--- config.mk ---
export PLATFORM = sky130hd
export DESIGN_NAME = mem_arbiter
export DESIGN_NICKNAME = d
export VERILOG_FILES = /design/src/rtl/mem_arbiter.sv
export SDC_FILE = /design/constraint.sdc
export NUM_CORES = 1
export LEC_CHECK = 0
export ABC_CLOCK_PERIOD_IN_PS = 6900
export CAP_MARGIN = 20
export CORE_AREA = 5 5 92 77
export CTS_BUF_LIST = sky130_fd_sc_hd__clkbuf_8
export CTS_CLUSTER_SIZE = 12
export DETAILED_ROUTE_END_ITERATION = 7
export DIE_AREA = 0 0 97 82
export PLACE_DENSITY = 0.9
export SLEW_MARGIN = 20
export SYNTH_ARGS = -nofsm -noshare
export SYNTH_HDL_FRONTEND = slang
export SYNTH_SLANG_ARGS = --single-unit
--- constraint.sdc ---
create_clock -name clk -period 6.9 [get_ports clk]
set_clock_uncertainty 0.05 [all_clocks]
set_input_delay 1.725 -clock clk [delete_from_list [all_inputs] [get_ports clk]]
set_output_delay 1.725 -clock clk [all_outputs]
set_load 0.1 [all_outputs]
--- src/rtl/mem_arbiter.sv ---
// mem_arbiter: shares one synchronous single-port RAM between the instruction
// fetch port and the load/store data port. Grants are combinational, data
// beats fetch, and read data returns one cycle after the grant to whichever
// port owned that access.
//
// Build option: define MEM_ARB_STARVE_GUARD_EN to add a fetch starvation
// counter. When it reaches MAX_WAIT, fetch wins over data for one cycle.
// Without the macro, data has strict priority.
//
// Handshake: a requester holds req and its fields stable until it sees gnt
// (or d_err for the data port) in the same cycle. Each grant issues exactly
// one RAM command. A read grant in cycle N returns rvalid in cycle N+1.
// Stores never return rvalid.
module mem_arbiter #(
    parameter int AW       = 16,
    parameter int MAX_WAIT = 4
) (
    input  logic          clk,
    input  logic          reset,
    // instruction fetch port
    input  logic          if_req,
    input  logic [AW-1:0] if_addr,
    output logic          if_gnt,
    output logic          if_rvalid,
    output logic [31:0]   if_rdata,
    // load/store port
    input  logic          d_req,
    input  logic          d_we,
    input  logic [1:0]    d_size,
    input  logic [AW-1:0] d_addr,
    input  logic [31:0]   d_wdata,
    output logic          d_gnt,
    output logic          d_rvalid,
    output logic [31:0]   d_rdata,
    output logic          d_err,
    // RAM command (word addressed)
    output logic          mem_en,
    output logic [3:0]    mem_we,
    output logic [AW-3:0] mem_addr,
    output logic [31:0]   mem_wdata,
    input  logic [31:0]   mem_rdata,
    // debug visibility of internal state
    output logic [1:0]    dbg_rsp_sel,
    output logic [3:0]    dbg_wait_cnt
);

    typedef enum logic [1:0] {
        RSP_NONE = 2'd0,
        RSP_IF   = 2'd1,
        RSP_D    = 2'd2
    } rsp_sel_e;

    rsp_sel_e    rsp_sel_q;
    rsp_sel_e    rsp_sel_d;
    logic        d_misalign;
    logic        d_legal;
    logic        if_force;
    logic [3:0]  st_be;
    logic [31:0] st_wdata;

    // The low address bits of a fetch are ignored, because fetches are word aligned.
    logic unused_if_addr_lsb;
    assign unused_if_addr_lsb = ^if_addr[1:0];

    // Detect data requests whose size/alignment combination the RAM cannot serve.
    always_comb begin
        d_misalign = 1'b0;
        case (d_size)
            2'd0:    d_misalign = 1'b0;
            2'd1:    d_misalign = d_addr[0];
            2'd2:    d_misalign = (d_addr[1:0] != 2'b00);
            default: d_misalign = 1'b1;
        endcase
    end

    assign d_legal = d_req && !d_misalign && !reset;

`ifdef MEM_ARB_STARVE_GUARD_EN
    localparam logic [3:0] WAIT_LIMIT = 4'(MAX_WAIT);

    logic [3:0] wait_cnt_q;
    logic [3:0] wait_cnt_d;

    assign if_force     = if_req && (wait_cnt_q == WAIT_LIMIT);
    assign dbg_wait_cnt = wait_cnt_q;

    // Count consecutive cycles in which fetch asks but is refused.
    always_comb begin
        wait_cnt_d = wait_cnt_q;
        if (!if_req || if_gnt) begin
            wait_cnt_d = 4'd0;
        end else if (wait_cnt_q != 4'hF) begin
            wait_cnt_d = wait_cnt_q + 4'd1;
        end
    end

    // Starvation counter register.
    always_ff @(posedge clk) begin
        if (reset) begin
            wait_cnt_q <= 4'd0;
        end else begin
            wait_cnt_q <= wait_cnt_d;
        end
    end
`else
    logic unused_max_wait;
    assign unused_max_wait = ^(4'(MAX_WAIT));
    assign if_force        = 1'b0;
    assign dbg_wait_cnt    = 4'd0;
`endif

    // Grant decision: data first unless the starvation guard forces fetch.
    // Reset suppresses all grants.
    always_comb begin
        if_gnt = 1'b0;
        d_gnt  = 1'b0;
        d_err  = 1'b0;
        if (!reset) begin
            d_err = d_req && d_misalign;
            if (d_legal && !if_force) begin
                d_gnt = 1'b1;
            end else if (if_req) begin
                if_gnt = 1'b1;
            end
        end
    end

    // Build store byte strobes and the lane-replicated write data from the size field.
    always_comb begin
        st_be    = 4'b1111;
        st_wdata = d_wdata;
        case (d_size)
            2'd0: begin
                st_be    = 4'b0001 << d_addr[1:0];
                st_wdata = {4{d_wdata[7:0]}};
            end
            2'd1: begin
                st_be    = 4'b0011 << d_addr[1:0];
                st_wdata = {2{d_wdata[15:0]}};
            end
            default: begin
                st_be    = 4'b1111;
                st_wdata = d_wdata;
            end
        endcase
    end

    // Drive the single RAM command from whichever port was granted. Idle drives zeros.
    always_comb begin
        mem_en    = 1'b0;
        mem_we    = 4'b0000;
        mem_addr  = '0;
        mem_wdata = '0;
        if (d_gnt) begin
            mem_en   = 1'b1;
            mem_addr = d_addr[AW-1:2];
            if (d_we) begin
                mem_we    = st_be;
                mem_wdata = st_wdata;
            end
        end else if (if_gnt) begin
            mem_en   = 1'b1;
            mem_addr = if_addr[AW-1:2];
        end
    end

    // Choose which port owns next cycle's read data. Stores produce no response.
    always_comb begin
        rsp_sel_d = RSP_NONE;
        if (d_gnt && !d_we) begin
            rsp_sel_d = RSP_D;
        end else if (if_gnt) begin
            rsp_sel_d = RSP_IF;
        end
    end

    // Response owner register. Reset drops any pending response.
    always_ff @(posedge clk) begin
        if (reset) begin
            rsp_sel_q <= RSP_NONE;
        end else begin
            rsp_sel_q <= rsp_sel_d;
        end
    end

    assign if_rdata    = mem_rdata;
    assign d_rdata     = mem_rdata;
    assign if_rvalid   = (rsp_sel_q == RSP_IF) && !reset;
    assign d_rvalid    = (rsp_sel_q == RSP_D) && !reset;
    assign dbg_rsp_sel = rsp_sel_q;

endmodule

Word level (Yosys, flattened, before mapping)
Index checks and enable logic that the tools add are counted.
{ "totals": {"wordCells": 39, "output_inout_bits": 126, "ff_bits": 2, "input_bits": 103, "n_memories": 0, "ramBits": 0, "mem_bits_ro": 0, "latch_bits": 0} }
{ "classes": {"n_shift": 2, "div": 0, "eq_ne": 4, "n_mul": 0, "n_mux": 19, "reduce_logical": 12, "n_bitwise": 0, "order_cmp": 0, "addsub": 0} }
{ "op_table": {"columns": ["operator", "count"], "rows": [
  ["32-bit 2-to-1 mux", 2],
  ["32-bit one-hot mux with 2 select lines", 1],
  ["14-bit 2-to-1 mux", 2],
  ["1-bit 2-to-1 mux", 9],
  ["4-bit 2-to-1 mux", 2],
  ["4-bit one-hot mux with 2 select lines", 1],
  ["1-bit logical AND", 6],
  ["2-bit by 1-bit equality test with 1-bit output (second input constant)", 2],
  ["2-bit equality test (second input constant)", 2],
  ["1-bit by 2-bit left shift with 4-bit output (first input constant)", 1],
  ["2-bit by 2-bit left shift with 4-bit output (first input constant)", 1],
  ["1-bit logical NOT", 3],
  ["1-bit one-hot mux with 3 select lines", 1],
  ["2-bit logical NOT", 1],
  ["2-bit 2-to-1 mux", 1],
  ["2-bit nonzero test", 1],
  ["2-bit OR reduction", 1]
]} }

Longest topological paths before layout
{ "logic_depth": {"ltp_word": 9, "depth_mapped": 6, "mapped_depth_nobuf": 3} }

Worst setup path before layout
No wires, ideal clock.
{ "synth_timing": {"path_kind": "input-to-output", "from": "in d_size[0]", "to": "out d_err", "arrival_time_ns": 4.559, "required_time_ns": 5.125, "slack_ns": 0.566, "cell_stages": 4, "n_path_buf": 2, "cell_sequence": "buf_6 clkbuf_1 nor2_1 a211oi_1"} }
{ "synth_via": {"elab_chain_cells": 4, "elab_cells_between_ends": 6, "cone_classes": "eq/ne: 2; mux: 2; reduce/logical: 2"} }
{ "synth_lines": {"columns": ["item", "line_no", "text"], "rows": [
  ["start, declared", "29", "input logic [1:0] d_size,"],
  ["2-bit equality test (tied with other cells)", "68", "case (d_size)"],
  ["1-bit one-hot mux with 3 select lines (*)", "68", null],
  ["1-bit logical AND (*)", "119", "d_err = d_req && d_misalign;"],
  ["1-bit 2-to-1 mux (*)", "118", "if (!reset) begin"],
  ["end, declared", "35", "output logic d_err,"]
]} }
Mark *: on every way between the ends. The rest lies on a longest branch, timed or not.

Worst setup path after layout
{ "layout_timing": {"from": "in d_size[0]", "to": "out mem_addr[11]"} }
{ "layout_via": {"elab_chain_cells": 9, "elab_cells_between_ends": 13, "cone_classes": "eq/ne: 2; mux: 7; reduce/logical: 4"} }
{ "layout_lines": {"columns": ["item", "line_no", "text"], "rows": [
  ["2-bit equality test (tied with other cells)", "68", null],
  ["1-bit one-hot mux with 3 select lines (*)", "68", null],
  ["1-bit logical NOT (*)", "76", "assign d_legal = d_req && !d_misalign && !reset;"],
  ["1-bit logical AND (*) (2 in a row)", "76", null],
  ["1-bit 2-to-1 mux", "120", "if (d_legal && !if_force) begin"],
  ["1-bit 2-to-1 mux", "118", null],
  ["14-bit 2-to-1 mux", "161", "end else if (if_gnt) begin"],
  ["14-bit 2-to-1 mux (*)", "154", "if (d_gnt) begin"],
  ["end, declared", "39", "output logic [AW-3:0] mem_addr,"]
]} }
Marked as above.

==> impl_results.md <==
* GR Util All Layers at 14.6%
* Final Util at 44.4%
* Clock Tree Buf Depth at 2
* Pwr dens at 103 mW/mm^2
* GRT overflow at 0
* Die height at 82 microns
* Pleak at 1.12 nW
* Syn avg cell area at 6.99 sq um
* Worst-path fanout max at 16
* Clk sinks at 2
* # rows at 26
* Required @ worst endpoint at 5120 ps
* Worst slew pin tran at 1060 ps
* Remaining DRCs at 0
* CTS tree: done
* Die X-Extent at 97 microns
* Register bit total from synthesis at 2
* Synth area leaders: buf_4, nand2_1, a22o_1, a21oi_2, mux2_2
* Router iterations before antenna repair at 4
* Syn Inst Count at 207
* Seq/Total Area, Yosys at 2.77%
* Hpwl dp at 5270 microns
* Total number of vias at 1,557
* Cell family with most CP delay: compound AO/OA/AOI/OAI gates
* Final Cycle Share at 85.3%
* GR Util met1 at 15.5%
* CP arrival at 4110 ps
* Initial Util at 23.5%
* Drt wl/cell at 17.9 microns
* Post-Syn Area at 0.00145 sq mm
* Via-per-instance ratio at 4.50
* CP max stage cell: a211oi_2
* Final Cell Area at 0.00273 sq mm
* Setup CP Type: in2out
* Yosys cell types at 28
* Outcome: complete, no violations
* Final Max Tran Viols at 0
* Top Usage Layer GRT: met2
* Final hold vios at 0
* Initial antenna violation count at 0
* Slew HR at 29.5%
* Placed cell count at 343
* Share of cells above drive strength 1 at 32.8%
* Synth warn at 0
* Hold_buf cts at 0
* Total power at 0.282 mW
* Max reg flops at 2
* Post-CTS setup buffer count at 0
* Antenna cells at 0
* CTS Root Cell: clkbuf_8
* Fin crit period at 5880 ps
* TritonCTS Buffers at 3
* Hold WS at 2130 ps
* Pre-CTS setup slack at 1050 ps
* Synth area leader: buf_4
* Die ar. at 0.00795 sq mm
* Worst stage delay on the critical path at 900 ps
* Element type at the critical path start: input port
* Unrepaired setup endpoints after global routing: no
* CTS H-tree lvls at 1
* Core area at 0.00615 sq mm
* Fin worst setup slack at 1020 ps
* CTS clock-pin slew for the worst setup and hold paths at 30 ps
* Post-CTS sizing at 0
* PortBufs at 126
* Pin count of the biggest net entering global routing at 29
* Max-cap viol count at 0
* Endpoint class of the critical path: output port
* Placed cell area at 0.00269 sq mm
* DRT iter0 DRCs at 78
* Hold Crit Class: in2reg
* Layout Cells excl Fill at 346
* Worst-path cell chain: clkdlybuf4s50_1 > buf_4 > o21ai_0 > a211oi_2 > a22o_1 > buf_12
* Ports at 229
* M3 GR Usage at 6.54%
* Total Wirelength at 6200 microns
* VDD IR-drop max at 47.5 uV
* Final ANT Viol Nets at 0
* Synth top area share at 35.3%
* GR Layer Usage met2 at 26.2%
* Final setup fails at 0
* First-pass GRT wire length at 9330 microns
* GP Congestion at 0.880
* Area Overhead vs Synth at 88.5%
* Buf/Inv on CP at 3
* FMAX at 170 MHz
* Final nets at 367
* Setup TNS at 0 ps
* Vias in the first global route at 1,664
-- kinds of logic (layout without fill, tap and decap cells) --
kind of cell / count (synthesis) / in the layout / share of synthesized area, %
compound gates: 43 / 43 / 23.4
buf+inv: 83 / 135 / 41.5
flops: 2 / 2 / 2.77
mux: 16 / 16 / 11.8
other cells: 1 / 4 / 0.259
simple gates: 62 / 62 / 20.3
-- layout make-up --
type                    instances  area, sq um
clock buffers                   3         41.3
fillers                       559         3420
repair buffers                129         1710
well taps                      84          105
flip-flops and latches          2         40.0
multi-input cells             125          820
inverters                       3         11.3
-- power by group --
part | internal (mW) | total, mW | switching (mW)
combinational | 0.0866 | 0.224 | 0.137
clock | 0.0369 | 0.0454 | 0.00858
sequential | 0.0122 | 0.0126 | 0.000420
total | 0.136 | 0.282 | 0.146
-- worst paths after layout --
kind                  start        endpoint  slack, ps  cells after the start
setup / recovery  d_size[0]    mem_addr[11]       1020                      6
hold / removal       if_req  dbg_rsp_sel[0]       2130                      3
-- cells in the mapped netlist, drive strengths merged --
library cell	count
inv	3
and3	8
nand2	33
o21bai	1
a211o	1
a31oi	1
mux2i	8
nand2b	3
mux2	8
dfxtp	2
conb	1
and2	1
a21o	1
a21oi	20
a211oi	3
nor2	9
o21ai	2
buf	75
nand3b	1
nor3b	4
clkbuf	5
or3	1
a22o	14
or2	2
-- routing by layer --
| metal | vias up | wire [microns] |
|---|---|---|
| met2 | 93 | 3230 |
| met3 | 14 | 673 |
| met4 | 0 | 93 |
| li1 | 740 | - |
| met1 | 710 | 2210 |
| met5 | - | 0 |
-- cells in the final DEF (no fill, tap or decap) --
cell type / n
dfxtp_1: 2
clkdlybuf4s50_1: 72
o21ai_0: 2
nand3b_1: 1
clkbuf_8: 3
mux2i_1: 8
a21oi_1: 7
a211oi_2: 1
and3_1: 8
a211oi_1: 2
nand2b_1: 3
a31oi_1: 1
buf_4: 12
nor3b_1: 4
nor2_1: 9
a211o_2: 1
or2_2: 2
inv_1: 3
a22o_1: 14
and2_1: 1
or3_4: 1
nand2_1: 33
mux2_2: 8
buf_12: 45
o21bai_1: 1
conb_1: 4
a21oi_2: 13
a21o_1: 1
-- worst min-delay path, stage by stage --
cell and delay [ps]:
clkdlybuf4s50_1 400, nand2b_1 130, a211oi_1 70
Power figures use the tool's default switching activity.
==> edit 1: new RTL, same flow settings <==
Change the parameter `AW` from 16 to 18.
--- a/src/rtl/mem_arbiter.sv
+++ b/src/rtl/mem_arbiter.sv
@@ -12,7 +12,7 @@
 // one RAM command. A read grant in cycle N returns rvalid in cycle N+1.
 // Stores never return rvalid.
 module mem_arbiter #(
-    parameter int AW       = 16,
+    parameter int AW       = 18,
     parameter int MAX_WAIT = 4
 ) (
     input  logic          clk,
Interface: changed (resized d_addr, if_addr and mem_addr); port bits go from 229 to 235. The function was not compared with the original's and may differ.
==> edit 1 against the original RTL <==
  * Via count up 6.9%
  * Power is 5.1% higher
  * Count of clock-buffer cells in the layout unchanged
  * Utilization rose by 1.5 points
  * Sequential cell count is the same
  * Cell count grew 2.6%
  * Setup slack gained 240 ps
  * Cell area up 3.4%
  * Routed wire length increased by 2.4%
  * Die area unchanged
  * Area after synthesis rose by 1.8%
  * First-iteration DRC count down 32%
  * Global-route usage is essentially flat
==> edit 1: results (changes against the original RTL) <==
Clock buffer cells=3 (unchanged); leading post-synthesis cells by instance count=sky130_fd_sc_hd__buf_4, sky130_fd_sc_hd__nand2_1, sky130_fd_sc_hd__a22o_1, sky130_fd_sc_hd__a21oi_2, sky130_fd_sc_hd__nor2_1; clock network area share=0.0146 (-0.000503); transition time of the tightest slew-check pin=990 ps (-65.4 ps); multiplexer fraction of the synthesized cell area=0.115 (-0.00210); Final Instance Count excl. Fillers=355 (+2.6%); fraction of area in registers=0.0142 (-0.000488); routability congestion estimate from global placement=0.801 (-9.0%); DPL Wire Length=5300 um (+0.54%); arrival time at the worst endpoint=3870 ps (-240 ps); Starting DRT DRC Count=53 (-32%); dominant synthesized flop cell=sky130_fd_sc_hd__dfxtp_1; Worst Setup EP=mem_wdata[8]; top fanout value on the critical path=19 (+3); CP startpoint=d_addr[0]; critical path's top delay family=buffers and inverters; multi-input logic portion of the cell area=0.299 (-0.00156); Non-clk bufs=136 (+5.4%); Synth Instances=209 (+0.97%); combinational power share=0.800 (+0.006); global-route wire length before repair=9360 um (+0.30%); Placed Instances=351 (+2.3%); aggregate global-route resource usage=0.146 (-0.000363); Hold Slack=2170 ps (+40.6 ps); internal power contribution=0.141 mW (+4.1%); number of multi-input combinational cells=127 (+1.6%); number of buffers inserted by port buffering=132 (+4.8%); delay of the slowest critical-path stage=540 ps (-360 ps); Nets=380 (+3.5%); share of cells above drive strength 1=0.325 (-0.00352); Via-to-Cell Ratio=4.69 (+4.2%); Filler Cell Count=568 (+1.6%); worst IR drop on VDD=0.0602 mV (+27%); slowest stage cell on the critical path=sky130_fd_sc_hd__clkdlybuf4s50_1; distinct cell type count of the synthesized netlist=29 (+3.6%); path category of the worst min-delay check=input port to flip-flop; complex-gate fraction of the synthesized area=0.247 (+0.0128); sequential share of the synthesized area=0.0272 (-0.000493); outcome=finished clean; clock power share=0.158 (-0.003); via count of the first global-routing pass=1,733 (+4.1%); leakage power=1.16 nW (+3.8%); Signal buf overhead=0.631 (+0.00397)
## edit 1: cell count changes after synthesis, sizes merged
| cell | change |
|---|---|
| buf | +1 |
| clkbuf | -1 |
| a22o | +2 |
## edit 1: cell families after synthesis
logic type / after synthesis
other: 1
AOI/OAI and AO/OA: 45
muxes: 16
buffers and inverters: 83
DFF: 2
and+or+nand+nor: 62
## edit 1: metrics by stage
step	power [mW]	setup WS (ps)	cell area, sq um
2_1_floorplan	0.325	566	1490
3_3_place_gp	0.245	1080	2770
3_5_place_dp	0.249	1050	2770
4_1_cts	0.297	1040	2810
5_1_grt	0.306	1160	2820
6_report	0.296	1260	2820
## edit 1: per-layer routing
metal / vias to the layer above / wire length [um] / track usage
met1: 777 / 2370 / 0.158
met3: 19 / 589 / 0.0552
li1: 762 / - / -
met4: 0 / 145 / 0.0547
met2: 107 / 3240 / 0.262
met5: - / 0 / 0
==> edit 2: new RTL, same settings <==
Made on the original files. Put a register stage on the output `d_err`, with the module's reset. The value now appears one clock later. The other outputs are not delayed to match. Comments in the files are not updated.
--- a/src/rtl/mem_arbiter.sv
+++ b/src/rtl/mem_arbiter.sv
@@ -50,6 +50,8 @@
         RSP_D    = 2'd2
     } rsp_sel_e;
 
+    logic d_err_d;
+
     rsp_sel_e    rsp_sel_q;
     rsp_sel_e    rsp_sel_d;
     logic        d_misalign;
@@ -114,9 +116,9 @@
     always_comb begin
         if_gnt = 1'b0;
         d_gnt  = 1'b0;
-        d_err  = 1'b0;
+        d_err_d = 1'b0;
         if (!reset) begin
-            d_err = d_req && d_misalign;
+            d_err_d = d_req && d_misalign;
             if (d_legal && !if_force) begin
                 d_gnt = 1'b1;
             end else if (if_req) begin
@@ -189,5 +191,13 @@
     assign d_rvalid    = (rsp_sel_q == RSP_D) && !reset;
     assign dbg_rsp_sel = rsp_sel_q;
 
+    always_ff @(posedge clk) begin
+        if (reset) begin
+            d_err <= '0;
+        end else begin
+            d_err <= d_err_d;
+        end
+    end
+
 endmodule
 
Formal check against the unedited RTL: not equivalent (a bounded check fails within 4 cycles, from zero or initial values and one cycle with reset high).
==> edit 2 against the original RTL <==
  * Setup slack worse by 180 ps
  * Critical path type unchanged
  * Via count increased by 0.77%
  * Cell count up 0.29%
  * Routed wire length grew 0.27%
  * Area after synthesis increased by 1.4%
  * Maximum frequency is 3.0% lower
  * Largest cell class unchanged
  * Sequential cell count rose by 1
  * Power increased by 5.2%
  * Critical endpoint is now mem_addr[1]
  * Cell area up 3.9%
==> edit 2: results (changes against the original RTL) <==
outcome=finished clean; Starting DRT DRC Count=43 (-45%); maximum number of pins on one net before global-route repair=29 (unchanged); arrival time at the worst endpoint=4290 ps (+180 ps); worst IR drop on VDD=0.0570 mV (+20%); leading post-synthesis cells by instance count=sky130_fd_sc_hd__buf_4, sky130_fd_sc_hd__nand2_1, sky130_fd_sc_hd__a22o_1, sky130_fd_sc_hd__a21oi_2, sky130_fd_sc_hd__nor2_1; post-CTS setup buffer count=0 (unchanged); Top Layer Used=met4; worst min-delay path startpoint=if_req; routed vias=1,569 (+0.77%); initial antenna violation count=0 (unchanged); Total Wirelength=6220 um (+0.27%); transition time of the tightest slew-check pin=1100 ps (+39.5 ps); met1 wire length=2270 um (+2.9%); number of optimization iterations in the first detailed-route pass=4 (unchanged); routability congestion estimate from global placement=0.881 (about the same); Final setup violation count=0 (unchanged); number of flip-flops in the largest register=2 (unchanged); async set-or-reset flop fraction in the synthesized netlist=0 (unchanged); worst-case hold path end point=dbg_rsp_sel[0]; Nets=367 (unchanged); share of cells above drive strength 1=0.319 (-0.00885); clock tree root buffer cell=sky130_fd_sc_hd__clkbuf_8; sequential share of the synthesized area=0.0409 (+0.0133); DPL Wire Length=5240 um (-0.48%); ant diodes=0 (unchanged); worst hold path stage count=3 (unchanged); distinct cell type count of the synthesized netlist=28 (unchanged); YS warnings=0 (unchanged); CTS buffer count=3 (unchanged); slowest stage cell on the critical path=sky130_fd_sc_hd__a211oi_2; number of gates resized after cts=0 (unchanged); path category of the worst min-delay check=input port to flip-flop; Filler Cell Count=546 (-2.3%); aggregate global-route resource usage=0.144 (-0.00251); global-route wire length before repair=9010 um (-3.4%); top fanout value on the critical path=15 (-1); largest buffer count on any clock path=2 (unchanged); pre-CTS worst setup slack=846 ps (-201 ps); clock input transition at the sequential cells of the worst setup and hold paths=30 ps (about the same); dominant synthesized flop cell=sky130_fd_sc_hd__dfxtp_1; CP startpoint=d_size[1]; H-tree level count=1 (unchanged); Met2 Routed Length=3270 um (+1.1%); delay of the slowest critical-path stage=860 ps (-40 ps); leakage power=1.15 nW (+2.4%); number of buffers inserted by port buffering=126 (unchanged); cell types with the largest area share after synthesis=sky130_fd_sc_hd__buf_4, sky130_fd_sc_hd__nand2_1, sky130_fd_sc_hd__a22o_1, sky130_fd_sc_hd__a21oi_2, sky130_fd_sc_hd__mux2_2; Detail Route met3 WL=551 um (-18%)
==> edit 2: changes by cell type after synthesis, sizes merged <==
cell / before / now
dfxtp: 2 / 3
==> edit 2: final cells by class <==
class	instances	area, sq um	area share
Sequential cell	3	60.1	0.0212
Clock inverter	1	3.75	0.00132
Multi-Input combinational cell	125	820	0.289
Timing Repair Buffer	128	1790	0.633
Tap cell	84	105	0.0371
Inverter	3	11.3	0.00397
Clock buffer	3	41.3	0.0146
==> edit 2: logic make-up (layout without fill, tap and decap cells) <==
family | Yosys count | count (layout) | share of synthesized area
buffers and inverters | 83 | 135 | 0.409
and+or+nand+nor | 62 | 62 | 0.200
AOI/OAI and AO/OA | 43 | 43 | 0.231
muxes | 16 | 16 | 0.116
DFF | 3 | 3 | 0.0409
other | 1 | 4 | 0.00256
==> edit 2: through the flow <==
stage / hold WS [ps] / instances / instance area, sq um
after floorplan: 1830 / 211 / 1480
after global routing: 2130 / 347 / 2840
after CTS: 2110 / 347 / 2830
after detailed placement: 2340 / 343 / 2790
final: 2110 / 347 / 2840
after global placement: 2320 / 343 / 2790
==> edit 2: worst max-delay path: cells and delay by family <==
kind | cells | cell delay (ps)
compound gates | 2 | 1180
buf+inv | 3 | 1270
simple gates | 1 | 100
==> edit 2: how the worst max path moves through the flow <==
stage	end	slack [ps]	cells past startpoint
after floorplan	mem_addr[10]	860	5
after global placement	mem_addr[3]	880	6
after detailed placement	mem_addr[9]	850	6
after CTS	mem_addr[1]	830	6
after global routing	mem_addr[2]	660	6
final	mem_addr[1]	830	6
==> edit 2: routing by layer <==
metal,global-route usage,up-vias
met5,0,-
met4,0.0547,0
met3,0.0501,20
met2,0.268,89
met1,0.152,716
li1,-,744
==> edit 2: where the power goes <==
part           internal (mW)  switching (mW)  leakage [nW]
Clock                 0.0380          0.0127        0.0269
Sequential            0.0183        0.000419        0.0246
Combinational         0.0892           0.138          1.10
Total                  0.145           0.151          1.15
